===== src/rtl/fetch_queue_if.sv =====
// Bus bundle for the fetch queue: icache request/response, decode output,
// redirect inputs and debug visibility of the request FSM.
//
// Handshake: addr_ready is a one-cycle request strobe that qualifies addr.
// cache_ack is a one-cycle response strobe that qualifies inst. Each request
// receives exactly one ack, and neither side can apply backpressure. At most
// one request is outstanding at any time.
interface fetch_queue_if #(
    parameter int XLEN  = 32,
    parameter int DEPTH = 4
);
    localparam int CW = $clog2(DEPTH) + 1;

    logic            cache_ack;
    logic [XLEN-1:0] inst;
    logic            addr_ready;
    logic [XLEN-1:0] addr;
    logic            stall;
    logic            jal;
    logic            branch;
    logic [XLEN-1:0] j_target;
    logic [XLEN-1:0] b_target;
    logic [XLEN-1:0] final_pc;
    logic [XLEN-1:0] final_inst;
    logic [CW-1:0]   q_count;
    logic [1:0]      fsm_state;   // {drop, request state}

    // Fetch queue side
    modport master (
        input  cache_ack, inst, stall, jal, branch, j_target, b_target,
        output addr_ready, addr, final_pc, final_inst, q_count, fsm_state
    );

    // Environment side (icache + decode)
    modport slave (
        output cache_ack, inst, stall, jal, branch, j_target, b_target,
        input  addr_ready, addr, final_pc, final_inst, q_count, fsm_state
    );
endinterface


===== src/rtl/fetch_queue.sv =====
// Fetch queue: keeps one icache request in flight, buffers returned
// instructions in a DEPTH-entry queue and presents them to decode.
// jal/branch redirects flush the queue and drop any in-flight response.
module fetch_queue #(
    parameter int              XLEN     = 32,
    parameter int              DEPTH    = 4,
    parameter logic [XLEN-1:0] RESET_PC = '0,
    parameter logic [XLEN-1:0] NOP      = 32'h0000_0013
) (
    input  logic          clk,
    input  logic          rst,
    fetch_queue_if.master bus
);
    localparam int AW = $clog2(DEPTH);
    localparam int CW = AW + 1;

    localparam logic [0:0] IDLE = 1'b0;
    localparam logic [0:0] WAIT = 1'b1;

    logic [0:0]      state;
    logic            drop;
    logic [XLEN-1:0] fetch_pc;
    logic            req;
    logic [XLEN-1:0] req_addr;
    logic [XLEN-1:0] out_pc;
    logic [XLEN-1:0] out_inst;

    logic [XLEN-1:0] pc_mem   [DEPTH];
    logic [XLEN-1:0] inst_mem [DEPTH];
    logic [AW-1:0]   head;
    logic [AW-1:0]   tail;
    logic [CW-1:0]   count;

    logic            redirect;
    logic            push;
    logic            pop;
    logic            can_issue;
    logic [XLEN-1:0] target;
    logic [XLEN-1:0] next_pc;
    logic [CW-1:0]   count_next;

    // Hazard decode and queue bookkeeping for the current cycle
    always_comb begin
        redirect   = bus.jal | bus.branch;
        target     = (bus.jal ? bus.j_target : bus.b_target) & ~XLEN'(3);
        push       = (state == WAIT) && bus.cache_ack && !drop && !redirect;
        pop        = !redirect && !bus.stall && (count != '0);
        count_next = count + CW'(push) - CW'(pop);
        // A new request reserves its slot up front, so its ack always fits
        can_issue  = count_next < CW'(DEPTH);
        next_pc    = fetch_pc + XLEN'(4);
    end

    // Queue storage: capture the address of the answered request and its instruction
    always_ff @(posedge clk) begin
        if (push) begin
            pc_mem[tail]   <= req_addr;
            inst_mem[tail] <= bus.inst;
        end
    end

    // Request FSM, queue pointers and decode-side output registers
    always_ff @(posedge clk or negedge rst) begin
        if (!rst) begin
            state    <= IDLE;
            drop     <= 1'b0;
            fetch_pc <= RESET_PC;
            req      <= 1'b0;
            req_addr <= '0;
            out_pc   <= '0;
            out_inst <= NOP;
            head     <= '0;
            tail     <= '0;
            count    <= '0;
        end else begin
            req <= 1'b0;
            if (redirect) begin
                head     <= '0;
                tail     <= '0;
                count    <= '0;
                fetch_pc <= target;
                out_pc   <= '0;
                out_inst <= NOP;
                if (state == WAIT) begin
                    if (bus.cache_ack) begin
                        // Response lands on the redirect edge: discard it here
                        state <= IDLE;
                        drop  <= 1'b0;
                    end else begin
                        // Response still in flight: discard it when it arrives
                        drop <= 1'b1;
                    end
                end
            end else begin
                if (push) begin
                    tail <= tail + AW'(1);
                end
                if (pop) begin
                    head     <= head + AW'(1);
                    out_pc   <= pc_mem[head];
                    out_inst <= inst_mem[head];
                end else if (!bus.stall) begin
                    out_pc   <= '0;
                    out_inst <= NOP;
                end
                count <= count_next;

                case (state)
                    IDLE: begin
                        if (can_issue) begin
                            req      <= 1'b1;
                            req_addr <= fetch_pc;
                            state    <= WAIT;
                        end
                    end
                    default: begin
                        if (bus.cache_ack) begin
                            if (drop) begin
                                drop  <= 1'b0;
                                state <= IDLE;
                            end else begin
                                fetch_pc <= next_pc;
                                // Back-to-back issue straight from the ack edge
                                if (can_issue) begin
                                    req      <= 1'b1;
                                    req_addr <= next_pc;
                                end else begin
                                    state <= IDLE;
                                end
                            end
                        end
                    end
                endcase
            end
        end
    end

    assign bus.addr_ready = req;
    assign bus.addr       = req_addr;
    assign bus.final_pc   = out_pc;
    assign bus.final_inst = out_inst;
    assign bus.q_count    = count;
    assign bus.fsm_state  = {drop, state};

    // The icache must only answer while a request is outstanding
    ack_only_when_waiting: assert property (
        @(posedge clk) disable iff (!rst) !(bus.cache_ack && (state == IDLE))
    );
endmodule

===== src/flat_wrapper.sv =====
// flat-port wrapper written by rule: the top's interface ports become plain ports
module fetch_queue_flat 
#(
    parameter int              XLEN     = 32,
    parameter int              DEPTH    = 4,
    parameter logic [XLEN-1:0] RESET_PC = '0,
    parameter logic [XLEN-1:0] NOP      = 32'h0000_0013
)
  (clk, rst, bus_cache_ack, bus_inst, bus_stall, bus_jal, bus_branch, bus_j_target, bus_b_target, bus_addr_ready, bus_addr, bus_final_pc, bus_final_inst, bus_q_count, bus_fsm_state);
  fetch_queue_if #(.XLEN(XLEN), .DEPTH(DEPTH)) bus_i ();
  input  logic clk;
  input  logic rst;
  input wire logic [$bits(bus_i.cache_ack)-1:0] bus_cache_ack;
  input wire logic [$bits(bus_i.inst)-1:0] bus_inst;
  input wire logic [$bits(bus_i.stall)-1:0] bus_stall;
  input wire logic [$bits(bus_i.jal)-1:0] bus_jal;
  input wire logic [$bits(bus_i.branch)-1:0] bus_branch;
  input wire logic [$bits(bus_i.j_target)-1:0] bus_j_target;
  input wire logic [$bits(bus_i.b_target)-1:0] bus_b_target;
  output wire logic [$bits(bus_i.addr_ready)-1:0] bus_addr_ready;
  output wire logic [$bits(bus_i.addr)-1:0] bus_addr;
  output wire logic [$bits(bus_i.final_pc)-1:0] bus_final_pc;
  output wire logic [$bits(bus_i.final_inst)-1:0] bus_final_inst;
  output wire logic [$bits(bus_i.q_count)-1:0] bus_q_count;
  output wire logic [$bits(bus_i.fsm_state)-1:0] bus_fsm_state;
  assign bus_i.cache_ack = bus_cache_ack;
  assign bus_i.inst = bus_inst;
  assign bus_i.stall = bus_stall;
  assign bus_i.jal = bus_jal;
  assign bus_i.branch = bus_branch;
  assign bus_i.j_target = bus_j_target;
  assign bus_i.b_target = bus_b_target;
  assign bus_addr_ready = bus_i.addr_ready;
  assign bus_addr = bus_i.addr;
  assign bus_final_pc = bus_i.final_pc;
  assign bus_final_inst = bus_i.final_inst;
  assign bus_q_count = bus_i.q_count;
  assign bus_fsm_state = bus_i.fsm_state;
  fetch_queue #(.XLEN(XLEN), .DEPTH(DEPTH), .RESET_PC(RESET_PC), .NOP(NOP)) u_core (.clk(clk), .rst(rst), .bus(bus_i));
endmodule

===== config.mk =====
export PLATFORM = sky130hd
export DESIGN_NAME = fetch_queue_flat
export DESIGN_NICKNAME = d
export VERILOG_FILES = /design/src/rtl/fetch_queue_if.sv /design/src/rtl/fetch_queue.sv /design/src/flat_wrapper.sv
export SDC_FILE = /design/constraint.sdc
export NUM_CORES = 1
export LEC_CHECK = 0
export BUFFER_PORTS_ARGS = -buffer_cell sky130_fd_sc_hd__buf_2
export CAP_MARGIN = 20
export CORE_MARGIN = 1.5
export CORE_UTILIZATION = 45
export CTS_CLUSTER_DIAMETER = 200
export DETAILED_ROUTE_END_ITERATION = 10
export PLACE_DENSITY = 0.75
export SYNTH_ARGS = -nofsm -noshare
export SYNTH_HDL_FRONTEND = slang
export SYNTH_SLANG_ARGS = --single-unit

===== constraint.sdc =====
create_clock -name clk -period 8.3 [get_ports clk]
set_input_delay 1.66 -clock clk [delete_from_list [all_inputs] [get_ports clk]]
set_output_delay 1.66 -clock clk [all_outputs]
set_load 0.02 [all_outputs]

; ---- Word-level counts from Yosys, hierarchy flattened
; Memories as Yosys holds them, arrays and structs flattened.
; Index checks and enable logic that the tools add are counted.
[word_totals]
regBits = 138
mem_bits_rw = 256
in_bits = 102
output_inout_bits = 102
elab_cells = 79
memories = 2
[classes]
n_addsub = 5
n_lt_le_gt_ge = 1
n_eq_ne = 4
muxes = 37
n_bitwise = 2
reduce_logical = 18
[memory_table]
columns = memory, words, word_bits, read_ports, rd_clocked_by_memory_dff, wr, line
row1 = u_core.inst_mem, 4, 32, 1, 0, 1, fetch_queue.sv:29  ; logic [XLEN-1:0] inst_mem [DEPTH];
row2 = u_core.pc_mem, 4, 32, 1, 0, 1, fetch_queue.sv:28  ; logic [XLEN-1:0] pc_mem [DEPTH];
[ops]
columns = cell, count
row1 = $mux 32, 16
row2 = $add 32x3->32 const B, 1
row3 = $mux 1, 16
row4 = $reduce_bool 2->1, 6
row5 = $mux 2, 4
row6 = $ne 2x2->1 const B, 3
row7 = $logic_and 1x1->1, 5
row8 = $reduce_and 5->1, 1
row9 = $add 2x1->2 const B, 2
row10 = $add 3x1->3, 1
row11 = $logic_not 1->1, 3
row12 = $lt 3x3->1 const B, 1
row13 = $mux 3, 1
row14 = $ne 3x1->1 const B, 1
row15 = $reduce_and 3->1, 1
row16 = $reduce_bool 3->1, 1
row17 = $sub 3x1->3, 1
row18 = $reduce_and 2->1, 1
row19 = $not 1->1, 1
row20 = $or 1x1->1, 1

; ---- Logic depth before layout (Yosys ltp)
[logic_depth]
ltp_word = 11
depth_mapped = 17
depth_no_buf = 13

; ---- Worst setup path before layout
; OpenSTA, ideal clock, no wires.
[synth_path]
path_type = input to register
from = input port bus_branch
to = register u_core.req_addr[12], in the netlist u_core.bus.addr[12]
setup_ps = 126
t_arrival_ps = 4512
required_time_ps = 8174
setup_slack_ps = 3662
path_stages = 17
path_buffers = 5
cell_sequence = or2_1 clkbuf_1 or3_1 buf_2 inv_2 buf_4 ha_1 inv_1 ha_1 inv_1 fa_1 xnor3_1 nand2_1 a21oi_1 buf_2 buf_2 a21oi_1
[synth_between]
elab_chain_len = 8
elab_cells_between_ends = 12
cone_classes = add/sub (2) / order compare (1) / bitwise (2) / reduce/logical (7)
[synth_lines]
columns = item, line
row1 = "start, declared", flat_wrapper.sv:17  ; input wire logic [$bits(bus_i.branch)-1:0] bus_branch;
row2 = $or 1x1->1 (*), fetch_queue.sv:44  ; redirect = bus.jal | bus.branch;
row3 = $logic_not 1->1, "fetch_queue.sv:46, fetch_queue.sv:47"
row4 = $logic_and 1x1->1 (on tied branches), "fetch_queue.sv:46, fetch_queue.sv:47"
row5 = $add 3x1->3 / $logic_and 1x1->1 (equally long branches), "fetch_queue.sv:48, fetch_queue.sv:47"
row6 = $sub 3x1->3, fetch_queue.sv:48  ; count_next = count + CW'(push) - CW'(pop);
row7 = $lt 3x3->1, fetch_queue.sv:50  ; can_issue = count_next < CW'(DEPTH);
row8 = $reduce_bool 2->1 (no line), n/a
row9 = $reduce_and 5->1 (no line) (*), n/a
row10 = "end signal, assigned", fetch_queue.sv:112  ; req_addr <= fetch_pc;
row11 = "end signal, assigned", fetch_queue.sv:126  ; req_addr <= next_pc;
row12 = "end, declared", fetch_queue.sv:24  ; logic [XLEN-1:0] req_addr;
; Mark *: on every way between the ends. The rest lies on a longest branch, timed or not.
; A chain may end at the register's enable or synchronous reset.

; ---- Final worst setup path
[layout_path]
from = input port bus_jal
to = register u_core.req_addr[16], in the netlist u_core.bus.addr[16]
[layout_between]
elab_chain_len = 8
elab_cells_between_ends = 12
cone_classes = add/sub (2) / order compare (1) / bitwise (2) / reduce/logical (7)
[layout_lines]
columns = item, line
row1 = "start, declared", flat_wrapper.sv:16  ; input wire logic [$bits(bus_i.jal)-1:0] bus_jal;
row2 = $or 1x1->1 (*), fetch_queue.sv:44
row3 = $logic_not 1->1, "fetch_queue.sv:46, fetch_queue.sv:47"
row4 = $logic_and 1x1->1 (on tied branches), "fetch_queue.sv:46, fetch_queue.sv:47"
row5 = $add 3x1->3 / $logic_and 1x1->1 (equally long branches), "fetch_queue.sv:48, fetch_queue.sv:47"
row6 = $sub 3x1->3, fetch_queue.sv:48
row7 = $lt 3x3->1, fetch_queue.sv:50
row8 = $reduce_bool 2->1 (no line), n/a
row9 = $reduce_and 5->1 (no line) (*), n/a
; Marked as above.

==> impl_metrics.ini <==
[die]
dieArea_um2 = 35000
die_w_um = 187
die_h_um = 187
core_area_um2 = 33400
start_util_pct = 45.6
num_rows = 67
io_pins = 204

[timing]
fin_crit_ns = 5.23
drv_slew = 0
tightest_slew_ns = 1.03
hold_viol = 0
setup_viol = 0
fin_crit_sh_pct = 63.0
skew_ns = 0.0211
rsz0062_at_grt = false
fin_worst_hold_slack_ns = 0.498
tns_ns = 0
slew-limit-headroom_pct = 31.2
fmax_ghz = 0.191

[synth]
synth-async-reset-ratio_pct = 34.9
synth_edf_count = 248
netlist_instances = 929
synth-seq-cells = 381
ys.flop_type = edfxtp_1
syn-cell-area_um2 = 15300
yosysWarnings = 0
ys_seq_area_share_pct = 70.6
yosysUniqueCellTypes = 58
syn_avg_cell_area_um2 = 16.4

[detailed_routing]
vias = 8633
wl_um = 32300
dr.first_iter.drc_count = 555
first_pass_iters = 5
drt-wirelength-per-cell_um = 20.2
post-route-drc-count = 0
drtAntennaViolNets = 0
vias_per_cell = 5.40

[clocking]
cts_buffers = 42
root_buffer = clkbuf_16
tritoncts = built
cts_max_path_buffers = 3
clk-insertion-delay-late_ns = 0.53
post_cts_buffers = 0
cts_hold_buf = 0
clkTransAtPathRegs_ns = 0.05
h-tree-depth = 2
cts.sinks = 381
cts_resized = 0

[placed_design]
place.gp.congestion = 0.860
place_hpwl_um = 19300
port_buffers = 197
placed_area_um2 = 16600

[final_layout]
final_area_um2 = 18000
diodes = 0
fin_nets = 1227
drive_gt1_share_pct = 31.2
area_growth_pct = 17.9

[run]
max-cap-violations = 0

[global_route]
grt_usage_pct = 18.9
grt_max_degree = 80
antenna_found_initial = 0
grt_pass1_vias = 8970
grt_overflow = 0
grt_pass1_wl_um = 51400

[setup_path]
path_cells = buf_2 -> or2_1 -> or3_1 -> inv_2 -> ha_1 -> inv_1 -> ha_1 -> inv_1 -> fa_1 -> xnor3_1 -> nand2_1 -> a21oi_4 -> buf_4 -> nor2_1 -> a21oi_1
crit_required_ns = 8.74
slowest_delay_ns = 0.65
crit_path_max_fanout = 40
cp_slowest_cell = or2_1
start_kind = primary input
endpoint_kind = register
critPathTopFamily = simple AND/OR/NAND/NOR gates
cp.buffers_inverters = 5
crit_arrival_ns = 5.67
critical_path_class = in -> reg

[power_and_ir_drop]
pwr-share-seq_pct = 51.2
pwr-share-clk_pct = 42.3
p_int_uw = 3320
swShare_pct = 23.4
leakagePower_uw = 0.00676
comb_power_share_pct = 6.5
max-vdd-ir-drop_mv = 0.166
p_per_area_nw_per_um2 = 241
p_sw_uw = 1020

[worst_hold_path]
hold_path_class = reg -> reg

[status]
outcome = finished clean
[cell families after synthesis]
family          count (synthesis)  share of synthesized area [%]
mux                            70                           9.67
simple gates                  189                           6.72
buf+inv                        73                           2.25
xor+xnor                       46                           2.73
other cells                     1                         0.0246
compound gates                161                           7.29
fa+ha+maj                       8                          0.705
flops                         381                           70.6
[stage by stage]
| stage | utilization [%] | cells | power [µW] | setup WS (ns) |
|---|---|---|---|---|
| after global placement | 49.7 | 1521 | 2530 | 2.65 |
| after detailed placement | 49.7 | 1521 | 2550 | 2.54 |
| after global routing | 53.8 | 1598 | 4500 | 2.72 |
| final | 53.8 | 1598 | 4340 | 3.07 |
| after CTS | 53.8 | 1598 | 4380 | 3.08 |
| after floorplan | - | 930 | 2390 | 3.66 |
[area by class of cell]
cell class,instances,area [µm²]
Clock buffer,55,1140
Inverter,12,45.0
Tap cell,448,561
Timing Repair Buffer,204,1040
Multi-Input combinational cell,476,4180
Fill cell,2664,15400
Clock inverter,22,240
Sequential cell,381,10800
[Yosys cell counts (all sizes together) (5+ instances only)]
| cell type | number | area [µm²] |
|---|---|---|
| nand3 | 28 | 145 |
| inv | 12 | 45.0 |
| o21ai | 19 | 95.1 |
| a22o | 59 | 517 |
| ha | 7 | 87.6 |
| and3 | 11 | 68.8 |
| o22ai | 8 | 50.1 |
| buf | 34 | 198 |
| mux2i | 8 | 80.1 |
| nor4 | 5 | 67.6 |
| mux4 | 62 | 1400 |
| xor2 | 25 | 219 |
| xnor2 | 20 | 175 |
| dfrtp | 130 | 3250 |
| a21oi | 48 | 240 |
| a22oi | 10 | 75.1 |
| edfxtp | 248 | 7450 |
| nor2 | 47 | 179 |
| or3 | 8 | 60.1 |
| nand4 | 21 | 153 |
| nor3 | 10 | 60.1 |
| nand2 | 41 | 161 |
| clkbuf | 27 | 101 |
[placed cells by master (no fill, tap or decap), types with 27 or more instances in the layout]
master,n
edfxtp_1,248
buf_2,196
dfrtp_1,128
mux4_2,62
a22o_1,59
a21oi_1,47
nor2_1,45
clkbuf_16,42
nand2_1,40
nand3_1,27
[power groups by stage]
stage	registers, µW	clock network (µW)	logic (µW)
after floorplan	2270	0	127
after global placement	2250	0	278
after detailed placement	2260	0	285
after CTS	2220	1870	287
after global routing	2240	1950	314
final	2220	1830	283
[worst reg2reg max path, delay by kind of cell (launching register included)]
family                   cells  cell delay [ns]
XOR/XNOR                     1             0.27
AO/OA/AOI/OAI                2             0.63
flip-flops                   1             0.95
adder cells (fa/ha/maj)      2             0.52
buffers and inverters        2             0.46
AND/OR/NAND/NOR              4             1.01
[path summary, 6_finish.rpt]
check	from	slack, ns	to	cells after the start
worst min-delay path	u_core.bus.final_pc[4]$_DFFE_PN0P_	0.50	u_core.bus.final_pc[4]$_DFFE_PN0P_	1
worst max register to register	u_core.state$_DFF_PN0_	4.37	u_core.bus.addr[16]$_DFFE_PN0P_	11
min in group asynchronous	rst	1.21	u_core.bus.final_inst[21]$_DFFE_PN0P_	1
worst min register to register	u_core.bus.final_pc[4]$_DFFE_PN0P_	0.50	u_core.bus.final_pc[4]$_DFFE_PN0P_	1
max in group asynchronous	rst	5.78	u_core.head[0]$_DFFE_PN0P_	2
worst max-delay path	bus_jal	3.07	u_core.bus.addr[16]$_DFFE_PN0P_	15
[layer usage]
metal / vias to the layer above / global-route usage [%] / wire length (µm) / share of wire [%]
li1: 3997 / - / - / -
met1: 4343 / 25.8 / 14000 / 43
met2: 253 / 31.2 / 15800 / 49
met3: 40 / 3.81 / 1880 / 5.8
met4: 0 / 4.78 / 614 / 1.9
met5: - / 0 / 0 / 0
[state kept, by name, indices dropped and copies added, names as in the netlist]
name and cells:
u_core.bus.addr 30, u_core.bus.addr_ready 1, u_core.bus.final_inst 32, u_core.bus.final_pc 31, u_core.bus.q_count 3, u_core.drop 1, u_core.fetch_pc 30, u_core.head 2
u_core.inst_mem 128, u_core.pc_mem 120, u_core.state 1, u_core.tail 2
(Power assumes the default switching activity.)
